--- src/rtl/otter_io_pkg.sv ---
// otter_io_pkg
// Shared definitions for the OTTER timer / interrupt controller slice.
//   - register word selects (iobus_addr[3:2]) for the 16-byte window
//   - CTRL and STATUS bit positions
//   - button debounce FSM state encoding
package otter_io_pkg;

    // Word selects within the register window; iobus_addr[1:0] is ignored.
    localparam logic [1:0] REG_CTRL   = 2'd0;  // +0x0
    localparam logic [1:0] REG_TERM   = 2'd1;  // +0x4
    localparam logic [1:0] REG_COUNT  = 2'd2;  // +0x8
    localparam logic [1:0] REG_STATUS = 2'd3;  // +0xC

    // CTRL bit indices
    localparam int CTRL_TMR_EN      = 0;
    localparam int CTRL_AUTO_RELOAD = 1;
    localparam int CTRL_TMR_IE      = 2;
    localparam int CTRL_BTN_IE      = 3;

    // STATUS bit indices
    localparam int STAT_TMR_PEND = 0;
    localparam int STAT_BTN_PEND = 1;

    typedef enum logic [1:0] {
        DB_LOW       = 2'd0,
        DB_WAIT_HIGH = 2'd1,
        DB_HIGH      = 2'd2,
        DB_WAIT_LOW  = 2'd3
    } db_state_e;

endpackage

--- src/rtl/otter_timer_intc_if.sv ---
// otter_timer_intc_if
// MCU IOBUS slice seen by the timer / interrupt controller.
//   iobus_addr : address from the MCU
//   iobus_out  : store data from the MCU
//   iobus_wr   : store strobe
//   iobus_in   : read data back to the MCU (0 when the window is not hit)
//   rd_hit     : address decodes into this block's window
//
// Transfer semantics: there is no valid/ready pair. A store is accepted on
// every rising edge where iobus_wr=1 and the address hits the window; it
// cannot be stalled. Reads are combinational on iobus_addr with no strobe.
interface otter_timer_intc_if;
    logic [31:0] iobus_addr;
    logic [31:0] iobus_out;
    logic        iobus_wr;
    logic [31:0] iobus_in;
    logic        rd_hit;

    modport master (
        output iobus_addr, iobus_out, iobus_wr,
        input  iobus_in, rd_hit
    );

    modport slave (
        input  iobus_addr, iobus_out, iobus_wr,
        output iobus_in, rd_hit
    );
endinterface

--- src/rtl/otter_timer_intc_btn_debounce.sv ---
// btn_debounce
// Two-flop synchronizer followed by a LOW/WAIT_HIGH/HIGH/WAIT_LOW debounce
// FSM. A level change is accepted after DEBOUNCE_CYCLES consecutive synced
// samples of the new level; the sample that leaves the stable state counts
// as the first of them.
//   clk, rst_n : clock, asynchronous active-low reset
//   btn_in     : raw asynchronous button, active-high
//   press      : one-cycle pulse, high in the cycle before the edge that
//                moves WAIT_HIGH -> HIGH
//   dbg_state  : current FSM state
module btn_debounce
    import otter_io_pkg::*;
#(
    parameter int DEBOUNCE_CYCLES = 500000
) (
    input  logic      clk,
    input  logic      rst_n,
    input  logic      btn_in,
    output logic      press,
    output db_state_e dbg_state
);

    localparam int            CW       = $clog2(DEBOUNCE_CYCLES + 1);
    localparam logic [CW-1:0] CNT_LAST = CW'(DEBOUNCE_CYCLES - 1);
    localparam logic [CW-1:0] CNT_ONE  = CW'(1);

    logic          sync_q1, sync_q2;
    db_state_e     state, state_nxt;
    logic [CW-1:0] cnt, cnt_nxt;

    always_ff @(posedge clk or negedge rst_n) begin
        if (!rst_n) begin
            sync_q1 <= 1'b0;
            sync_q2 <= 1'b0;
        end else begin
            sync_q1 <= btn_in;
            sync_q2 <= sync_q1;
        end
    end

    always_ff @(posedge clk or negedge rst_n) begin
        if (!rst_n) begin
            state <= DB_LOW;
            cnt   <= '0;
        end else begin
            state <= state_nxt;
            cnt   <= cnt_nxt;
        end
    end

    // cnt holds the number of consecutive new-level samples seen so far.
    always_comb begin
        state_nxt = state;
        cnt_nxt   = cnt;
        press     = 1'b0;
        case (state)
            DB_LOW: begin
                if (sync_q2) begin
                    state_nxt = DB_WAIT_HIGH;
                    cnt_nxt   = CNT_ONE;
                end
            end
            DB_WAIT_HIGH: begin
                if (!sync_q2) begin
                    state_nxt = DB_LOW;
                    cnt_nxt   = '0;
                end else if (cnt >= CNT_LAST) begin
                    state_nxt = DB_HIGH;
                    cnt_nxt   = '0;
                    press     = 1'b1;
                end else begin
                    cnt_nxt = cnt + CNT_ONE;
                end
            end
            DB_HIGH: begin
                if (!sync_q2) begin
                    state_nxt = DB_WAIT_LOW;
                    cnt_nxt   = CNT_ONE;
                end
            end
            DB_WAIT_LOW: begin
                if (sync_q2) begin
                    state_nxt = DB_HIGH;
                    cnt_nxt   = '0;
                end else if (cnt >= CNT_LAST) begin
                    state_nxt = DB_LOW;
                    cnt_nxt   = '0;
                end else begin
                    cnt_nxt = cnt + CNT_ONE;
                end
            end
            default: begin
                state_nxt = DB_LOW;
                cnt_nxt   = '0;
            end
        endcase
    end

    assign dbg_state = state;

endmodule

--- src/rtl/otter_timer_intc.sv ---
// otter_timer_intc
// Memory-mapped timer plus debounced-button interrupt controller on the
// OTTER MCU IOBUS. Registers (word-aligned, 16-byte window at BASE_ADDR):
//   +0x0 CTRL   R/W   [0] tmr_en [1] auto_reload [2] tmr_ie [3] btn_ie
//   +0x4 TERM   R/W   timer period in cycles (0 = timer holds)
//   +0x8 COUNT  RO
//   +0xC STATUS R/W1C [0] tmr_pend [1] btn_pend
// Ports:
//   clk, rst_n : clock, asynchronous active-low reset
//   bus        : IOBUS slave (iobus_addr/out/wr in, iobus_in/rd_hit out)
//   btn_in     : raw asynchronous button
//   intr       : registered level interrupt to the MCU
module otter_timer_intc
    import otter_io_pkg::*;
#(
    parameter logic [31:0] BASE_ADDR       = 32'h1100_0100,
    parameter int          DEBOUNCE_CYCLES = 500000
) (
    input  logic              clk,
    input  logic              rst_n,
    otter_timer_intc_if.slave bus,
    input  logic              btn_in,
    output logic              intr
);

    logic [3:0]  ctrl, ctrl_nxt;
    logic [31:0] term;
    logic [31:0] count, count_nxt;
    logic [1:0]  status, status_nxt;
    logic [31:0] rd_data;
    logic        hit, wr_hit;
    logic [1:0]  sel;
    logic        expire, en_nxt;
    logic [1:0]  w1c_mask;
    logic        btn_press;
    db_state_e   unused_db_state;
    logic        unused_addr_lsb;

    assign hit             = (bus.iobus_addr[31:4] == BASE_ADDR[31:4]);
    assign sel             = bus.iobus_addr[3:2];
    assign wr_hit          = hit & bus.iobus_wr;
    assign unused_addr_lsb = ^bus.iobus_addr[1:0];

    btn_debounce #(
        .DEBOUNCE_CYCLES(DEBOUNCE_CYCLES)
    ) u_btn (
        .clk      (clk),
        .rst_n    (rst_n),
        .btn_in   (btn_in),
        .press    (btn_press),
        .dbg_state(unused_db_state)
    );

    // Timer step. Comparing against TERM-1 only (never >=) means a TERM
    // written below COUNT lets COUNT run through the 32-bit wrap first.
    always_comb begin
        count_nxt = count;
        expire    = 1'b0;
        en_nxt    = ctrl[CTRL_TMR_EN];
        if (ctrl[CTRL_TMR_EN] && (term != 32'd0)) begin
            if (count == (term - 32'd1)) begin
                count_nxt = 32'd0;
                expire    = 1'b1;
                if (!ctrl[CTRL_AUTO_RELOAD]) begin
                    en_nxt = 1'b0;
                end
            end else begin
                count_nxt = count + 32'd1;
            end
        end
    end

    // A CTRL store on the same edge as a one-shot expiry takes priority
    // over the automatic tmr_en clear: software intent wins.
    always_comb begin
        ctrl_nxt = {ctrl[3:1], en_nxt};
        if (wr_hit && (sel == REG_CTRL)) begin
            ctrl_nxt = bus.iobus_out[3:0];
        end
    end

    // Set events are OR-ed in after the W1C mask, so set wins on a tie.
    always_comb begin
        w1c_mask = 2'b00;
        if (wr_hit && (sel == REG_STATUS)) begin
            w1c_mask = bus.iobus_out[1:0];
        end
        status_nxt = (status & ~w1c_mask) | {btn_press, expire};
    end

    always_ff @(posedge clk or negedge rst_n) begin
        if (!rst_n) begin
            ctrl   <= 4'd0;
            term   <= 32'd0;
            count  <= 32'd0;
            status <= 2'b00;
            intr   <= 1'b0;
        end else begin
            ctrl   <= ctrl_nxt;
            count  <= count_nxt;
            status <= status_nxt;
            if (wr_hit && (sel == REG_TERM)) begin
                term <= bus.iobus_out;
            end
            intr <= (status[STAT_TMR_PEND] & ctrl[CTRL_TMR_IE]) |
                    (status[STAT_BTN_PEND] & ctrl[CTRL_BTN_IE]);
        end
    end

    always_comb begin
        rd_data = 32'd0;
        if (hit) begin
            case (sel)
                REG_CTRL:   rd_data = {28'd0, ctrl};
                REG_TERM:   rd_data = term;
                REG_COUNT:  rd_data = count;
                REG_STATUS: rd_data = {30'd0, status};
                default:    rd_data = 32'd0;
            endcase
        end
    end

    assign bus.iobus_in = rd_data;
    assign bus.rd_hit   = hit;

endmodule

--- src/flat_wrapper.sv ---
// flat-port wrapper written by rule: the top's interface ports become plain ports
module otter_timer_intc_flat import otter_io_pkg::*;
#(
    parameter logic [31:0] BASE_ADDR       = 32'h1100_0100,
    parameter int          DEBOUNCE_CYCLES = 500000
)
  (clk, rst_n, btn_in, intr, bus_iobus_addr, bus_iobus_out, bus_iobus_wr, bus_iobus_in, bus_rd_hit);
  otter_timer_intc_if bus_i ();
  input  logic clk;
  input  logic rst_n;
  input  logic btn_in;
  output logic intr;
  input wire logic [$bits(bus_i.iobus_addr)-1:0] bus_iobus_addr;
  input wire logic [$bits(bus_i.iobus_out)-1:0] bus_iobus_out;
  input wire logic [$bits(bus_i.iobus_wr)-1:0] bus_iobus_wr;
  output wire logic [$bits(bus_i.iobus_in)-1:0] bus_iobus_in;
  output wire logic [$bits(bus_i.rd_hit)-1:0] bus_rd_hit;
  assign bus_i.iobus_addr = bus_iobus_addr;
  assign bus_i.iobus_out = bus_iobus_out;
  assign bus_i.iobus_wr = bus_iobus_wr;
  assign bus_iobus_in = bus_i.iobus_in;
  assign bus_rd_hit = bus_i.rd_hit;
  otter_timer_intc #(.BASE_ADDR(BASE_ADDR), .DEBOUNCE_CYCLES(DEBOUNCE_CYCLES)) u_core (.clk(clk), .rst_n(rst_n), .bus(bus_i), .btn_in(btn_in), .intr(intr));
endmodule
--- config.mk ---
export PLATFORM = sky130hd
export DESIGN_NAME = otter_timer_intc_flat
export DESIGN_NICKNAME = d
export VERILOG_FILES = /design/src/rtl/otter_io_pkg.sv /design/src/rtl/otter_timer_intc_if.sv /design/src/rtl/otter_timer_intc_btn_debounce.sv /design/src/rtl/otter_timer_intc.sv /design/src/flat_wrapper.sv
export SDC_FILE = /design/constraint.sdc
export NUM_CORES = 1
export LEC_CHECK = 0
export ABC_CLOCK_PERIOD_IN_PS = 6250
export CELL_PAD_IN_SITES_DETAIL_PLACEMENT = 2
export CELL_PAD_IN_SITES_GLOBAL_PLACEMENT = 2
export CORE_ASPECT_RATIO = 0.5
export CORE_UTILIZATION = 35
export CTS_BUF_LIST = sky130_fd_sc_hd__clkbuf_16
export CTS_CLUSTER_SIZE = 16
export DETAILED_ROUTE_END_ITERATION = 12
export GPL_TIMING_DRIVEN = 0
export PLACE_DENSITY_LB_ADDON = 0.1
export SLEW_MARGIN = 20
export SYNTH_ARGS = -nofsm -noshare
export SYNTH_HDL_FRONTEND = slang
export SYNTH_SLANG_ARGS = --single-unit
--- constraint.sdc ---
create_clock -name clk -period 6.25 [get_ports clk]
set_clock_uncertainty 0.2 [all_clocks]
set_input_delay 1.5625 -clock clk [delete_from_list [all_inputs] [get_ports clk]]
set_output_delay 1.5625 -clock clk [all_outputs]
set_load 0.01 [all_outputs]
**Word-level counts from Yosys, hierarchy flattened**

Cells that the tools add are included.

- Add/subtract/negate cells: 3
- $lt $le $gt $ge: 1
- Eq/ne operators: 13
- Muxes and demuxes: 26
- Bitwise operators: 7
- Reductions and logical operators: 12

Operators by type and width:

| kind | number |
|---|---|
| 32-bit case mux with 4 select lines | 1 |
| 19-bit 2-to-1 mux | 5 |
| 19-bit case mux with 4 select lines | 1 |
| 32-bit 2-to-1 mux | 2 |
| 32-bit by 1-bit adder with 32-bit output (second input constant) | 1 |
| 32-bit equality test | 1 |
| 32-bit nonzero test | 1 |
| 32-bit by 1-bit subtractor with 32-bit output (second input constant) | 1 |
| 28-bit by 25-bit equality test with 1-bit output (second input constant) | 1 |
| 19-bit by 1-bit adder with 19-bit output (second input constant) | 1 |
| 19-bit >= comparator (second input constant) | 1 |
| 2-bit 2-to-1 mux | 7 |
| 1-bit 2-to-1 mux | 9 |
| 2-bit equality test (second input constant) | 4 |
| 2-bit case mux with 4 select lines | 1 |
| 2-bit inequality test (second input constant) | 3 |
| 3-bit inequality test (second input constant) | 2 |
| 2-bit by 1-bit equality test with 1-bit output (second input constant) | 2 |
| 1-bit logical AND | 4 |
| 2-bit zero test | 2 |
| 4-bit AND reduction | 1 |
| 2-bit nonzero test | 2 |
| 1-bit bitwise AND | 3 |
| 3-bit AND reduction | 1 |
| 5 further kinds | 5 |

- Bits in registers: 94
- Output and inout bits: 34
- Logic and storage cells: 72

**Depth between registers and ports, before layout**

Gate-level depths: netlist of the first run.

- Depth in word-level cells: 7
- Depth in mapped cells: 11
- Gate-level depth less buffers: 10

**By module**

From an unflattened synthesis of the first run, not the netlist that was laid out.

- Cells, all modules: 694
- Area total of the unflattened synthesis: 6241.0 sq um

By module, submodules not included:

| module | instances | cells each | area each (sq um) | sequential area each (sq um) |
|---|---|---|---|---|
| otter_timer_intc | 1 | 554 | 4908.5 | 1776.7 |
| btn_debounce | 1 | 140 | 1332.5 | 575.6 |

**Least setup slack after synthesis of the first run**

No wires, ideal clock.

- Path kind: input-to-output
- Start point: input bus_iobus_addr[2]
- End point: output bus_iobus_in[21]
- Arrival: 2.869 ns
- Path slack: 1.619 ns
- Cell stages on the path: 6
- Buffers on the path: 3
- Cells stage by stage: clkbuf_1 > nor2b_1 > clkbuf_1 > buf_1 > a22oi_1 > nor2_1

- Longest elaborated chain between the ends: 3

RTL lines:

| what | line | text |
|---|---|---|
| from (decl) | flat_wrapper.sv:13 | `input wire logic [$bits(bus_i.iobus_addr)-1:0] bus_iobus_addr;` |
| 2-bit equality test (tied with other cells) | otter_timer_intc.sv:113 | `case (sel)` |
| 32-bit case mux with 4 select lines * | otter_timer_intc.sv:113 |  |
| 32-bit 2-to-1 mux * | otter_timer_intc.sv:112 | `if (hit) begin` |
| to (decl) | flat_wrapper.sv:16 | `output wire logic [$bits(bus_i.iobus_in)-1:0] bus_iobus_in;` |

Mark *: on every way between the ends. The rest lies on a longest branch, timed or not.

**Final worst setup path of the first run**

- Start point: input bus_iobus_addr[5]
- End point: output bus_iobus_in[8]

- Longest elaborated chain between the ends: 2

RTL lines:

| what | line | text |
|---|---|---|
| 28-bit by 25-bit equality test with 1-bit output | otter_timer_intc.sv:39 | `assign hit = (bus.iobus_addr[31:4] == BASE_ADDR[31:4]);` |
| 32-bit 2-to-1 mux | otter_timer_intc.sv:112 |  |

No other way between the ends.

==> metrics.cfg, run 1 <==
[detailed_routing]
routed-via-count = 5826
detail_route.drc_violations = 0
viasPerCell = 5.60
drt-wirelength-per-cell_um = 20.3
initialDrtViolationCount = 253
detail_route.first_pass.iterations = 4
antenna_left = 0
routed_wirelength_mm = 21.2

[final_layout]
area_delta_synth_final_pct = 25.4
stdcell_count = 1041
diode_insertion_count_for_antenna_repair = 0
share_of_final_layout_standard_cells_stronger_than_drive_strength_1 = 0.0885
design_area_mm2 = 0.00774
nets = 881

[cts]
worst_skew_pair.late_latency_ns = 0.36
clock_path_buffers = 2
htree_num_levels = 3
postCtsResizedCells = 0
clk_pin_slew_ns = 0.07
cts_tree = yes
numCtsBuffers = 9
clock-sinks = 94
cts.repair_timing.setup_buffer_count = 0
hold_fix_buffers_at_cts = 0
ctsRootBufferMaster = clkbuf_16

[floorplan]
floorplan.die.width_um = 190
boundaryPins = 102
placeableCoreArea_mm2 = 0.0168
floorplan.rows = 33
area_enclosed_by_the_die_boundary_mm2 = 0.0182
floorplan.initialDensity = 0.367
floorplan.die.height_um = 95.9

[logic_synthesis]
yosysWarningCount = 0
yosys-top-cells-count = nor2_1, dfrtp_1, nand2_1
synth.ff_latch_count = 94
synth-edff-count = 0
yosys.cell_types.count = 61
synthesis.instances = 700
synth_area_leader_cell = dfrtp_1
most_frequent_cell_after_synthesis = nor2_1
post_synth.cell_area_avg_um2 = 8.82
synth_ff_type = dfrtp_1
synth_area_leaders = dfrtp_1, mux2_2, nor2_1
synthesis.area_mm2 = 0.00617
synth_top_area_share = 0.381
postSynth.asyncResetShare = 1.00
synth-seq-area-share = 0.381
synth_fp_nets = 772

[critical_path]
critical_path.cell_chain = clkdlybuf4s50_1 > nor4b_1 > and4_1 > nand4_1 > clkbuf_1 > nor2_1 > clkdlybuf4s50_1
timing.critical_path.max_delay_family = buffers and inverters
worstSetupStartpointType = input port
rrSetupSlack_ns = 1.80
critPathSlowestCell = clkdlybuf4s50_1
critical_path_required_ns = 4.49
cp_slowest_stage_delay_ns = 0.56
worst_setup_path_end_kind = output port
critPathBufInv = 3
crit_top_cell = clkdlybuf4s50_1
crit_fanout = 10
arrival_ns = 4.15
worstSetupPathType = in -> out

[placed_design]
gp_routability_congestion = 0.816
place.detailed.hpwl_mm = 15.9
placed_area_mm2 = 0.00746
instance_count_after_placement_with_tap_cells_included = 1025
numPortBuffers = 97

[global_route]
grt_remaining_overflow = 0
global_route.usage.total = 0.246
grt_pass1_vias = 6278
grt_antenna_before_repair = 0
grt_max_degree = 71
grt_pass1_wl_mm = 34.5

[worst_hold_path]
hp-class = reg -> reg

[pwr]
powerDensity_mw_per_mm2 = 172
cell_int_power_uw = 987
power.leakage_uw = 0.00327
clock_power_frac = 0.417
max-vdd-ir-drop_v = 0.000122
sw_frac_of_total = 0.259
combPwrFrac = 0.107
p_sw_uw = 344
report.power.total_uw = 1330
power_frac_seq = 0.476

[sta]
setup_viol = 0
final.period_utilization = 0.947
timing.max_slew.rel_slack = 0.268
whs_ns = 0.158
tns_ns = 0
rsz0062_at_grt = no
final_max_slew_viol_count = 0
tightestPinTransition_ns = 1.08
timing.final.crit_period_ns = 5.92
achievable-frequency_mhz = 169
report.final.hold_viol_count = 0

[run_status]
run_status = finished clean

[run]
maxCapViolations = 0

-- cells in the final DEF (no fill, tap or decap), types with 3 or more instances in the layout --
master and count:
nand2_1 45, a31oi_1 8, nor4_1 14, dfrtp_1 94, clkbuf_1 43, nor2b_1 5, nor4b_1 5, a21oi_1 9
a211oi_1 4, buf_1 4, clkbuf_16 9, inv_1 16, and2_1 4, nor2_1 104, mux2_2 37, nor3_1 21
nand3_1 21, a22oi_1 29, o21ai_0 43, clkdlybuf4s50_1 96, buf_6 3, ha_1 4, and4_1 10, o31ai_1 5
mux2i_1 6, or4_1 6, nor4_2 4, xor2_1 32, or3_1 5, nand2b_1 7, and3_1 20, nand4_1 20
xnor2_1 28, nand3b_1 3, a21o_1 3, nor4_4 4
-- registers in the layout, indices dropped and copies added (netlist names), named ones only --
register                count
u_core.status               2
u_core.u_btn.cnt           19
u_core.u_btn.dbg_state      1
u_core.u_btn.sync_q2        1
u_core.u_btn.sync_q1        1
u_core.count               32
u_core.term                32
u_core.ctrl                 4
u_core.intr                 1
-- cell type report --
cell class / count / area [um^2]
buffer: 53 / 224
clock buffer: 9 / 225
clock inverter: 7 / 57.6
fill: 1864 / 9060
inverter: 14 / 52.6
multi-input combinational: 539 / 3550
sequential: 94 / 2350
tap: 227 / 284
timing repair buffer: 98 / 1000
-- cell families (layout without fill, tap and decap cells) --
logic type / after synthesis / count (layout) / share of synthesized area
adder cells (fa/ha/maj): 4 / 4 / 0.00811
buffers and inverters: 67 / 181 / 0.0448
AND/OR/NAND/NOR: 307 / 307 / 0.267
multiplexers: 45 / 45 / 0.0845
flip-flops: 94 / 94 / 0.381
AO/OA/AOI/OAI: 123 / 123 / 0.129
XOR/XNOR: 60 / 60 / 0.0851
-- metal layers --
layer,part of all wire,GRT usage
met1,0.47,0.323
met2,0.49,0.427
met3,0.030,0.0437
met4,0.0086,0.0531
met5,0,0
-- power by group through the flow --
stage,clock (uW),sequential [uW],combinational (uW)
2_1_floorplan,0,641,60.7
3_3_place_gp,0,644,136
3_5_place_dp,0,645,146
4_1_cts,569,633,146
5_1_grt,587,636,158
6_report,555,634,143
-- metrics by stage --
step                      setup slack (ns)   util
after floorplan                       1.62      -
after global placement              -0.415  0.442
after detailed placement             0.233  0.444
after CTS                            0.230  0.461
after global routing                 0.157  0.461
final                                0.333  0.461
-- final timing paths --
| path | start | endpoint | cells past startpoint |
|---|---|---|---|
| setup reg to reg | u_core.term[0] | u_core.count[0] | 10 |
| hold / removal | u_core.u_btn.sync_q1 | u_core.u_btn.sync_q2 | 0 |
| min in group asynchronous | rst_n | u_core.count[23] | 1 |
| hold reg to reg | u_core.u_btn.sync_q1 | u_core.u_btn.sync_q2 | 0 |
| setup / recovery | bus_iobus_addr[5] | bus_iobus_in[8] | 7 |
| max in group asynchronous | rst_n | u_core.count[3] | 2 |
Power figures use the tool's default switching activity.
==> run 2, diff against run 1 <==
--- a/config.mk
+++ b/config.mk
@@ -6,15 +6,14 @@
 export NUM_CORES = 1
 export LEC_CHECK = 0
 export ABC_CLOCK_PERIOD_IN_PS = 6250
-export CELL_PAD_IN_SITES_DETAIL_PLACEMENT = 2
-export CELL_PAD_IN_SITES_GLOBAL_PLACEMENT = 2
 export CORE_ASPECT_RATIO = 0.5
-export CORE_UTILIZATION = 35
+export CORE_UTILIZATION = 59
 export CTS_BUF_LIST = sky130_fd_sc_hd__clkbuf_16
 export CTS_CLUSTER_SIZE = 16
 export DETAILED_ROUTE_END_ITERATION = 12
 export GPL_TIMING_DRIVEN = 0
-export PLACE_DENSITY_LB_ADDON = 0.1
+export PLACE_DENSITY = 0.87
+export RECOVER_POWER = 50
 export SLEW_MARGIN = 20
 export SYNTH_ARGS = -nofsm -noshare
 export SYNTH_HDL_FRONTEND = slang
==> run 2 against run 1 <==
Effect of this change:
- the flow now finishes with violations (max-capacitance violations, max-slew violations)
- count of clock-buffer cells in the layout is the same
- utilization grew 31 points
- final cell count shrank 8.8%
- routed wire length shrank 22%
- maximum frequency grew 4.5%
- global-route usage grew 6.8 points
- die area shrank 40%
- via count grew 1.1%
- register-to-register slack gained 0.37 ns
- first-iteration DRC count grew 150%
- sequential cell count is the same
==> metrics.cfg, run 2 (synthesis results as in run 1) <==
[sta]
final.period_utilization = 0.906  ; -0.0406
timing.max_slew.rel_slack = -0.373  ; -0.640
achievable-frequency_mhz = 177  ; +4.5%
final_max_slew_viol_count = 81  ; +81
worst_slack_ns = 0.586  ; +0.254 ns
tightestPinTransition_ns = 2.06  ; +0.976 ns
timing.final.crit_period_ns = 5.66  ; -0.254 ns
report.final.hold_viol_count = 0  ; unchanged
setup_viol = 0  ; unchanged
rsz0062_at_grt = no

[global_route]
grt_antenna_before_repair = 0  ; unchanged
grt_pass1_wl_mm = 26.8  ; -22%
grt_remaining_overflow = 0  ; unchanged
grt_max_degree = 81  ; +14%
global_route.usage.total = 0.314  ; +0.0676
grt_pass1_vias = 5387  ; -14%

[final_layout]
design_area_mm2 = 0.00759  ; -2.0%
commonest_cells_after_routing_fill_and_taps_aside = nor2_1, dfrtp_1, clkdlybuf4s50_1
fin_util = 0.775  ; +0.314
largest_registers_ranked_by_flip_flop_count = u_core.count: 32 flops, u_core.term: 32 flops, u_core.u_btn.cnt: 19 flops
nets = 881  ; unchanged
diode_insertion_count_for_antenna_repair = 0  ; unchanged
layout.cells.most_common = nor2_1
share_of_final_layout_standard_cells_stronger_than_drive_strength_1 = 0.0897  ; +0.00123
fill_cells = 720  ; -61%
area_delta_synth_final_pct = 22.9
stdcell_count = 949  ; -8.8%

[worst_hold_path]
hold_depth = 0  ; unchanged
hp-class = reg -> reg

[cts]
postCtsResizedCells = 0  ; unchanged
clock_path_buffers = 2  ; unchanged
hold_fix_buffers_at_cts = 0  ; unchanged
clk_pin_slew_ns = 0.07  ; about the same
cts_tree = yes
clock-sinks = 94  ; unchanged
cts.repair_timing.setup_buffer_count = 0  ; unchanged
numCtsBuffers = 9  ; unchanged
ctsRootBufferMaster = clkbuf_16
htree_num_levels = 3  ; unchanged
worst_skew_pair.late_latency_ns = 0.35  ; about the same

[pwr]
cell_int_power_uw = 951  ; -3.7%
power_frac_seq = 0.491  ; +0.015
max-vdd-ir-drop_v = 0.000151  ; +24%
p_sw_uw = 337  ; -2.2%
sw_frac_of_total = 0.262  ; +0.00283
clock_power_frac = 0.406  ; -0.011
combPwrFrac = 0.102  ; -0.005
powerDensity_mw_per_mm2 = 170  ; -1.3%
power.leakage_uw = 0.00325  ; -0.68%

[placed_design]
pre_cts_slack_ns = 0.593  ; +0.361 ns
gp_routability_congestion = 0.872  ; +6.9%
placed_area_mm2 = 0.00734  ; -1.5%
numPortBuffers = 97  ; unchanged
place.detailed.hpwl_mm = 11.8  ; -26%
instance_count_after_placement_with_tap_cells_included = 933  ; -9.0%

[run]
maxCapViolations = 1  ; +1

[run_status]
run_status = complete, but fails checks
violations = max-capacitance violations, max-slew violations

[floorplan]
placeableCoreArea_mm2 = 0.00979  ; -42%
area_enclosed_by_the_die_boundary_mm2 = 0.0109  ; -40%
floorplan.rows = 25  ; -24%
floorplan.initialDensity = 0.631  ; +0.263
floorplan.die.height_um = 74.3  ; -22%
boundaryPins = 102  ; unchanged
floorplan.die.width_um = 147  ; -23%

[critical_path]
worst_setup_path_end_kind = output port
rr_worst_depth = 10  ; unchanged
arrival_ns = 3.90  ; -0.25 ns
worstSetupStartpointType = input port
critical_path_required_ns = 4.49  ; about the same
crit_fanout = 10  ; unchanged
worstSetupPathType = in -> out

[detailed_routing]
initialDrtViolationCount = 625  ; +150%
antenna_left = 0  ; unchanged
routed-via-count = 5888  ; +1.1%
drt-wirelength-per-cell_um = 17.4  ; -15%
detail_route.first_pass.iterations = 7  ; +3
detail_route.drc_violations = 0  ; unchanged
routed_wirelength_mm = 16.5  ; -22%
viasPerCell = 6.20  ; +11%

run 2: cell type report:
type,instances,area (um^2),area share
Timing Repair Buffer,98,970,0.128
Buffer,53,224,0.0295
Sequential cell,94,2350,0.310
Tap cell,135,169,0.0223
Clock buffer,9,225,0.0297
Multi-Input combinational cell,539,3550,0.467
Inverter,14,52.6,0.00693
Clock inverter,7,48.8,0.00643
run 2: critical path, stage by stage:
cell,delay [ns]
clkdlybuf4s50_1,0.41
nor4b_1,0.29
and4_1,0.26
nand4_1,0.28
clkbuf_1,0.35
nor2_1,0.16
clkdlybuf4s50_1,0.58
run 2: layer usage:
layer	vias up	track usage	wire length (um)
met1	2920	0.423	7160
met3	24	0.0595	1090
met4	0	0.0833	220
li1	2743	-	-
met2	201	0.531	8010
met5	-	0	0
run 2: power groups by stage:
stage                     sequential [uW]  combinational [uW]  clock, uW
after floorplan                       641                60.7          0
after global placement                643                 128          0
after detailed placement              643                 135          0
after CTS                             632                 134        525
after global routing                  634                 149        548
final                                 632                 132        523
run 2: path summary, 6_finish.rpt:
path,from,endpoint,slack (ns)
max,bus_iobus_addr[5],bus_iobus_in[2],0.59
min,u_core.u_btn.sync_q1,u_core.u_btn.sync_q2,0.15
max reg2reg,u_core.term[0],u_core.count[0],2.17
min reg2reg,u_core.u_btn.sync_q1,u_core.u_btn.sync_q2,0.15
max in group asynchronous,rst_n,u_core.count[18],2.31
min in group asynchronous,rst_n,u_core.u_btn.sync_q1,1.06
run 2: stage by stage:
step / TNS (ns) / power [uW] / hold slack, ns
final: 0 / 1290 / 0.151
after global routing: 0 / 1330 / 0.163
after CTS: 0 / 1290 / 0.154
after detailed placement: 0 / 778 / 0.138
after global placement: -5.48 / 771 / 0.134
after floorplan: 0 / 702 / 0.131
